===== config.mk =====
export PLATFORM = sky130hd
export DESIGN_NAME = digitron_scan_decoder_flat
export DESIGN_NICKNAME = d
export VERILOG_FILES = /design/src/rtl/digitron_scan_decoder_if.sv /design/src/rtl/digitron_scan_decoder.sv /design/src/flat_wrapper.sv
export SDC_FILE = /design/constraint.sdc
export NUM_CORES = 1
export LEC_CHECK = 0
export ABC_AREA = 1
export BUFFER_PORTS_ARGS = -buffer_cell sky130_fd_sc_hd__buf_2
export CORE_ASPECT_RATIO = 0.5
export CORE_UTILIZATION = 40
export CTS_CLUSTER_DIAMETER = 60
export DETAILED_ROUTE_END_ITERATION = 8
export SLEW_MARGIN = 0
export SYNTH_ARGS = -nofsm -noshare
export SYNTH_HDL_FRONTEND = slang
export SYNTH_SLANG_ARGS = --single-unit

===== constraint.sdc =====
create_clock -name CLK -period 3.97 [get_ports CLK]
set_input_delay 0.794 -clock CLK [delete_from_list [all_inputs] [get_ports CLK]]
set_output_delay 0.794 -clock CLK [all_outputs]
set_load 0.005 [all_outputs]

===== src/rtl/digitron_scan_decoder_if.sv =====
// Scan-bus / readback bundle for digitron_scan_decoder.
// master = bench or driver side, slave = decoder.
interface digitron_scan_decoder_if;
  logic [7:0]  Seg_In;
  logic [5:0]  CS_In;
  logic [23:0] Hex_Out;
  logic        Frame_Done;
  logic        Seg_Err;
  logic        Stale;
  logic [5:0]  DP_Out;

  modport master (
    output Seg_In, CS_In,
    input  Hex_Out, Frame_Done, Seg_Err, Stale, DP_Out
  );

  modport slave (
    input  Seg_In, CS_In,
    output Hex_Out, Frame_Done, Seg_Err, Stale, DP_Out
  );
endinterface


===== src/rtl/digitron_scan_decoder.sv =====
// Inverse decoder for a 6-digit multiplexed 7-segment scan bus; rebuilds the 24-bit value per frame.
// Optional decimal-point capture: define DIGITRON_DP_CAPTURE_EN.
module digitron_scan_decoder #(
  parameter int unsigned SETTLE  = 4,
  parameter int unsigned TIMEOUT = 1024,
  parameter int unsigned CNT_W   = 11
) (
  input  logic                    CLK,
  input  logic                    RST,
  digitron_scan_decoder_if.slave  bus
);

`ifdef DIGITRON_DP_CAPTURE_EN
  localparam int unsigned SEG_W = 8;
`else
  localparam int unsigned SEG_W = 7;
`endif

  typedef enum logic [1:0] {ST_IDLE, ST_SETTLE, ST_CAPTURE, ST_HOLD} state_e;

  function automatic logic one_cold(input logic [5:0] cs);
    return $countones(~cs) == 1;
  endfunction

  // Returns {known, nibble}.
  function automatic logic [4:0] decode(input logic [6:0] seg);
    case (seg)
      7'h3F: decode = {1'b1, 4'h0};
      7'h06: decode = {1'b1, 4'h1};
      7'h5B: decode = {1'b1, 4'h2};
      7'h4F: decode = {1'b1, 4'h3};
      7'h66: decode = {1'b1, 4'h4};
      7'h6D: decode = {1'b1, 4'h5};
      7'h7D: decode = {1'b1, 4'h6};
      7'h07: decode = {1'b1, 4'h7};
      7'h7F: decode = {1'b1, 4'h8};
      7'h6F: decode = {1'b1, 4'h9};
      7'h77: decode = {1'b1, 4'hA};
      7'h7C: decode = {1'b1, 4'hB};
      7'h39: decode = {1'b1, 4'hC};
      7'h5E: decode = {1'b1, 4'hD};
      7'h79: decode = {1'b1, 4'hE};
      7'h71: decode = {1'b1, 4'hF};
      default: decode = 5'b0;
    endcase
  endfunction

  logic [5:0]       cs_m_q, cs_m_d, cs_s_q, cs_s_d, cs_p_q, cs_p_d;
  logic [SEG_W-1:0] seg_m_q, seg_m_d, seg_s_q, seg_s_d;
  state_e           state_q, state_d;
  logic [CNT_W-1:0] cnt_q, cnt_d;
  logic [23:0]      shadow_q, shadow_d, hex_q, hex_d;
  logic [5:0]       mask_q, mask_d;
  logic             frame_done_q, frame_done_d;
  logic             seg_err_q, seg_err_d;
  logic             stale_q, stale_d;
  logic             changed, cs_ok, capture, mask_full;
  logic [4:0]       dec;
`ifdef DIGITRON_DP_CAPTURE_EN
  logic [5:0]       dp_shadow_q, dp_shadow_d, dp_q, dp_d;
`else
  logic             unused_dp_in;
  assign unused_dp_in = bus.Seg_In[7];
`endif

  always_comb begin
    cs_m_d  = bus.CS_In;
    cs_s_d  = cs_m_q;
    cs_p_d  = cs_s_q;
    seg_m_d = bus.Seg_In[SEG_W-1:0];
    seg_s_d = seg_m_q;

    changed   = cs_s_q != cs_p_q;
    cs_ok     = one_cold(cs_s_q);
    mask_full = &mask_q;
    dec       = decode(seg_s_q[6:0]);

    // One counter serves both settle timing and stale detection.
    if (changed || (state_q == ST_IDLE && cs_ok))
      cnt_d = CNT_W'(1);
    else if (cnt_q != CNT_W'(TIMEOUT))
      cnt_d = cnt_q + CNT_W'(1);
    else
      cnt_d = cnt_q;
    stale_d = cnt_d == CNT_W'(TIMEOUT);

    state_d = state_q;
    capture = 1'b0;
    case (state_q)
      ST_IDLE:    if (cs_ok) state_d = ST_SETTLE;
      ST_SETTLE:
        if (changed)                      state_d = cs_ok ? ST_SETTLE : ST_IDLE;
        else if (cnt_d >= CNT_W'(SETTLE)) state_d = ST_CAPTURE;
      // A select change during the capture cycle aborts it rather than
      // writing the slot of a digit that never settled.
      ST_CAPTURE:
        if (changed) state_d = cs_ok ? ST_SETTLE : ST_IDLE;
        else begin
          capture = 1'b1;
          state_d = ST_HOLD;
        end
      ST_HOLD:    if (changed) state_d = cs_ok ? ST_SETTLE : ST_IDLE;
      default:    state_d = ST_IDLE;
    endcase

    frame_done_d = mask_full;
    hex_d        = mask_full ? shadow_q : hex_q;
    mask_d       = mask_full ? '0 : mask_q;
    shadow_d     = shadow_q;
    seg_err_d    = capture && !dec[4];
`ifdef DIGITRON_DP_CAPTURE_EN
    dp_shadow_d  = dp_shadow_q;
    dp_d         = mask_full ? dp_shadow_q : dp_q;
`endif
    if (capture && dec[4]) begin
      for (int unsigned i = 0; i < 6; i++) begin
        if (!cs_s_q[i]) begin
          shadow_d[i*4 +: 4] = dec[3:0];
          mask_d[i]          = 1'b1;
`ifdef DIGITRON_DP_CAPTURE_EN
          dp_shadow_d[i]     = seg_s_q[7];
`endif
        end
      end
    end
  end

  always_ff @(posedge CLK or posedge RST) begin
    if (RST) begin
      cs_m_q       <= '1;
      cs_s_q       <= '1;
      cs_p_q       <= '1;
      seg_m_q      <= '0;
      seg_s_q      <= '0;
      state_q      <= ST_IDLE;
      cnt_q        <= '0;
      shadow_q     <= '0;
      mask_q       <= '0;
      hex_q        <= '0;
      frame_done_q <= 1'b0;
      seg_err_q    <= 1'b0;
      stale_q      <= 1'b0;
`ifdef DIGITRON_DP_CAPTURE_EN
      dp_shadow_q  <= '0;
      dp_q         <= '0;
`endif
    end else begin
      cs_m_q       <= cs_m_d;
      cs_s_q       <= cs_s_d;
      cs_p_q       <= cs_p_d;
      seg_m_q      <= seg_m_d;
      seg_s_q      <= seg_s_d;
      state_q      <= state_d;
      cnt_q        <= cnt_d;
      shadow_q     <= shadow_d;
      mask_q       <= mask_d;
      hex_q        <= hex_d;
      frame_done_q <= frame_done_d;
      seg_err_q    <= seg_err_d;
      stale_q      <= stale_d;
`ifdef DIGITRON_DP_CAPTURE_EN
      dp_shadow_q  <= dp_shadow_d;
      dp_q         <= dp_d;
`endif
    end
  end

  assign bus.Hex_Out    = hex_q;
  assign bus.Frame_Done = frame_done_q;
  assign bus.Seg_Err    = seg_err_q;
  assign bus.Stale      = stale_q;
`ifdef DIGITRON_DP_CAPTURE_EN
  assign bus.DP_Out     = dp_q;
`else
  assign bus.DP_Out     = '0;
`endif

endmodule


===== src/flat_wrapper.sv =====
// flat-port wrapper written by rule: the top's interface ports become plain ports
module digitron_scan_decoder_flat 
#(
  parameter int unsigned SETTLE  = 4,
  parameter int unsigned TIMEOUT = 1024,
  parameter int unsigned CNT_W   = 11
)
  (CLK, RST, bus_Seg_In, bus_CS_In, bus_Hex_Out, bus_Frame_Done, bus_Seg_Err, bus_Stale, bus_DP_Out);
  digitron_scan_decoder_if bus_i ();
  input  logic CLK;
  input  logic RST;
  input wire logic [$bits(bus_i.Seg_In)-1:0] bus_Seg_In;
  input wire logic [$bits(bus_i.CS_In)-1:0] bus_CS_In;
  output wire logic [$bits(bus_i.Hex_Out)-1:0] bus_Hex_Out;
  output wire logic [$bits(bus_i.Frame_Done)-1:0] bus_Frame_Done;
  output wire logic [$bits(bus_i.Seg_Err)-1:0] bus_Seg_Err;
  output wire logic [$bits(bus_i.Stale)-1:0] bus_Stale;
  output wire logic [$bits(bus_i.DP_Out)-1:0] bus_DP_Out;
  assign bus_i.Seg_In = bus_Seg_In;
  assign bus_i.CS_In = bus_CS_In;
  assign bus_Hex_Out = bus_i.Hex_Out;
  assign bus_Frame_Done = bus_i.Frame_Done;
  assign bus_Seg_Err = bus_i.Seg_Err;
  assign bus_Stale = bus_i.Stale;
  assign bus_DP_Out = bus_i.DP_Out;
  digitron_scan_decoder #(.SETTLE(SETTLE), .TIMEOUT(TIMEOUT), .CNT_W(CNT_W)) u_core (.CLK(CLK), .RST(RST), .bus(bus_i));
endmodule

==> results.py <==
metrics = {
    "sta": {
        "holdWs_ns": 0.345,
        "worst_pin_slew_ns": 0.598,
        "finalCritPeriodShare": 0.703,
        "fin_skew_ns": 0.0113,
        "fin_tns_setup_ns": 0,
        "setup_violations": 0,
        "final_hold_viol_count": 0,
        "slew_violations": 0,
        "fmax_mhz": 358,
        "rsz0062_at_grt": "false",
        "min_period_ns": 2.79,
        "relSlewSlack": 0.600,
    },
    "power": {
        "power.density_nw_per_um2": 409,
        "ir_drop_uv": 177,
        "power_mw": 2.13,
        "leakagePower_nw": 2.83,
    },
    "floorplanning": {
        "start_util": 0.414,
        "die_w_um": 153,
        "core_um2": 11100,
        "row_count": 27,
        "die_h_um": 77.7,
        "dieArea_um2": 11900,
        "io_pins": 49,
    },
    "cells_and_area": {
        "diodes": 0,
        "fillers": 1081,
        "finish.utilization": 0.470,
        "syn_to_final_growth_pct": 13.6,
        "nets": 588,
        "post-route-cell-area_um2": 5210,
        "drive_above_1_share": 0.195,
    },
    "clock_tree": {
        "ctsResizeCount": 0,
        "cts_tree": "done",
        "cts-root-buf": "clkbuf_16",
        "worstSkewPairLatency_ns": 0.35,
        "post_cts_buffers": 0,
        "numCtsBuffers": 9,
        "cts_hold_buf": 0,
        "path_clk_slew_ns": 0.07,
        "h-tree-depth": 3,
        "cts_sinks": 102,
        "clockBufferDepth": 2,
    },
    "yosys": {
        "synth_top_family_by_area": "simple AND/OR/NAND/NOR gates",
        "synthMuxAreaShare": 0,
        "ys_types": 35,
        "ys.flop_type": "dfrtp_1",
        "syn_inst": 521,
        "ys_seq_area_frac": 0.562,
        "synth-simple-area-share": 0.308,
        "synth_adder_area_share": 0.0251,
        "synth_area_leaders": "dfrtp_1 46%, nand2_1 16%, dfstp_2 10%",
        "synth-compound-area-share": 0.0194,
        "synth_area_leader_cell": "dfrtp_1",
        "syn_area_um2": 4580,
        "ys_ff_latch": 102,
        "synth_xor_area_frac": 0.0134,
        "synthDominantCellAreaShare": 0.459,
        "synth-async-reset-ratio": 1.00,
        "synth_edf_count": 0,
        "yosys-top-cells-count": "194 x nand2_1, 84 x dfrtp_1, 43 x inv_1",
        "yosysWarnings": 0,
        "synth.most_common_cell": "nand2_1",
        "synth_area_per_cell_um2": 8.80,
    },
    "worst_setup_path": {
        "reg2reg_slack_ns": 1.18,
        "critPathArrivalTime_ns": 3.07,
        "worstPathRequired_ns": 4.25,
        "path_cells": "inv_2, ha_1, fa_1, ha_1, nor2_1, nand3_1, inv_1, nor2_4, o21ai_0, nand3_1, nor2_1, nand2_1, nand3_1, nand2_1",
        "startpoint_type": "register",
        "crit_fanout": 12,
        "crit_top_cell": "nand3_1",
        "rr_startpoint": "u_core.cs_p_d[4]",
        "cpMaxStageDelayCell": "dfstp_2",
        "critPathTopFamily": "adder cells",
        "crit_path_end_kind": "register",
        "r2r-end": "u_core.state_q[0]",
        "slowest_delay_ns": 0.55,
        "reg2reg_depth": 14,
        "crit_type": "register to register",
        "critPathBufInv": 2,
    },
    "drt": {
        "antenna_left": 0,
        "drt_pass1_iterations": 4,
        "detail_route.wirelength_um": 8740,
        "detail_route.wl_per_cell_um": 12.2,
        "route.vias.total": 3306,
        "drt_drc_violations_left": 0,
        "drt_iter0_markers": 173,
        "via_per_inst": 4.63,
    },
    "placement": {
        "dp_hpwl_um": 5990,
        "placed_area_um2": 4900,
        "io_buffers": 41,
        "gp_congestion": 0.924,
    },
    "min_path": {
        "min_delay_worst_endpoint": "u_core.seg_s_q[6]",
        "whs_path_depth": 0,
        "min_path_type": "register to register",
        "worstHoldStart": "u_core.seg_m_q[6]",
    },
    "global_routing": {
        "top_usage_layer": "met2",
        "use_met3": 0.0453,
        "grtUsageMet1": 0.221,
        "grt_first_pass_wirelength_um": 15300,
        "grt_use_total": 0.163,
        "antenna_found_initial": 0,
        "grt-ovfl-total": 0,
        "grt_max_degree": 41,
        "gr-usage-met2": 0.252,
        "grt_pass1_vias": 3229,
    },
    "run": {
        "drv_cap": 0,
    },
    "status": {
        "status": "finished clean",
    },
}
## worst max-delay path by stage
stage | from | to | slack, ns | cells after the start
2_1_floorplan | RST | u_core.bus.Frame_Done | 0.53 | 1
3_3_place_gp | u_core.cs_p_d[4] | u_core.state_q[0] | 1.20 | 14
3_5_place_dp | u_core.cs_p_d[4] | u_core.state_q[0] | 1.18 | 14
4_1_cts | u_core.cs_p_d[4] | u_core.state_q[0] | 1.16 | 14
5_1_grt | u_core.cs_p_d[4] | u_core.state_q[1] | 0.93 | 14
6_report | u_core.cs_p_d[4] | u_core.state_q[0] | 1.18 | 14
## layout make-up
cell class | instances | area, µm² | share of cell area
timing repair buffer | 45 | 235 | 0.0452
inverter | 56 | 213 | 0.0408
clock inverter | 3 | 43.8 | 0.00841
sequential | 102 | 2570 | 0.494
clock buffer | 13 | 260 | 0.0500
multi-input combinational | 350 | 1700 | 0.326
tap | 145 | 181 | 0.0348
## metal layers
layer	up-vias	routed length, µm
li1	1715	-
met1	1524	4530
met2	56	3760
met3	11	321
met4	0	118
met5	-	0
## cell usage in the layout (no fill, tap or decap)
cell type and instances:
fa_1 2, dfstp_2 18, nor3_4 1, inv_2 13, bufinv_16 1, clkbuf_16 9, xnor2_1 1, a22oi_1 1
a21oi_1 2, nor3_2 1, o2111a_1 1, nand3_2 6, nor2_4 1, clkbuf_8 2, buf_4 4, o21ai_1 4
nand4_4 1, inv_1 42, o21bai_1 1, nand4_1 30, xor2_1 6, clkinvlp_4 1, nor2_1 38, nor2_2 8
nand2_2 1, nand3_1 24, conb_1 6, o21a_1 1, nand3_4 1, o21ai_0 5, and3_1 1, inv_4 2
buf_2 41, nor3_1 7, dfrtp_1 84, nand2_1 194, clkbuf_1 2, ha_1 6
## stage by stage
step | cells | worst slack (ns)
global placement | 698 | 1.20
detailed placement | 698 | 1.18
finish | 714 | 1.18
global route | 714 | 0.933
CTS | 714 | 1.16
floorplan | 526 | 0.530
## cell families (layout without fill, tap and decap cells)
| logic type | Yosys count | in the layout |
|---|---|---|
| other cells | 1 | 6 |
| compound gates | 15 | 15 |
| simple gates | 314 | 314 |
| fa+ha+maj | 8 | 8 |
| xor+xnor | 7 | 7 |
| flops | 102 | 102 |
| buf+inv | 74 | 117 |
## state kept, by name (all words and copies together), names as in the netlist
signal / count
u_core.bus.Hex_Out: 24
u_core.shadow_q: 24
u_core.cnt_q: 11
u_core.seg_m_q: 7
u_core.seg_s_q: 7
u_core.cs_m_q: 6
u_core.cs_p_d: 6
u_core.cs_p_q: 6
u_core.mask_q: 6
u_core.state_q: 2
u_core.bus.Frame_Done: 1
u_core.bus.Seg_Err: 1
u_core.bus.Stale: 1
## power by group
| part | internal, mW | total [mW] | switching, mW | leakage (nW) |
|---|---|---|---|---|
| combinational | 0.0451 | 0.146 | 0.101 | 1.36 |
| clock | 0.524 | 0.893 | 0.369 | 0.146 |
| sequential | 1.07 | 1.09 | 0.0206 | 1.32 |
| total | 1.64 | 2.13 | 0.490 | 2.83 |
(Power assumes the default switching activity.)
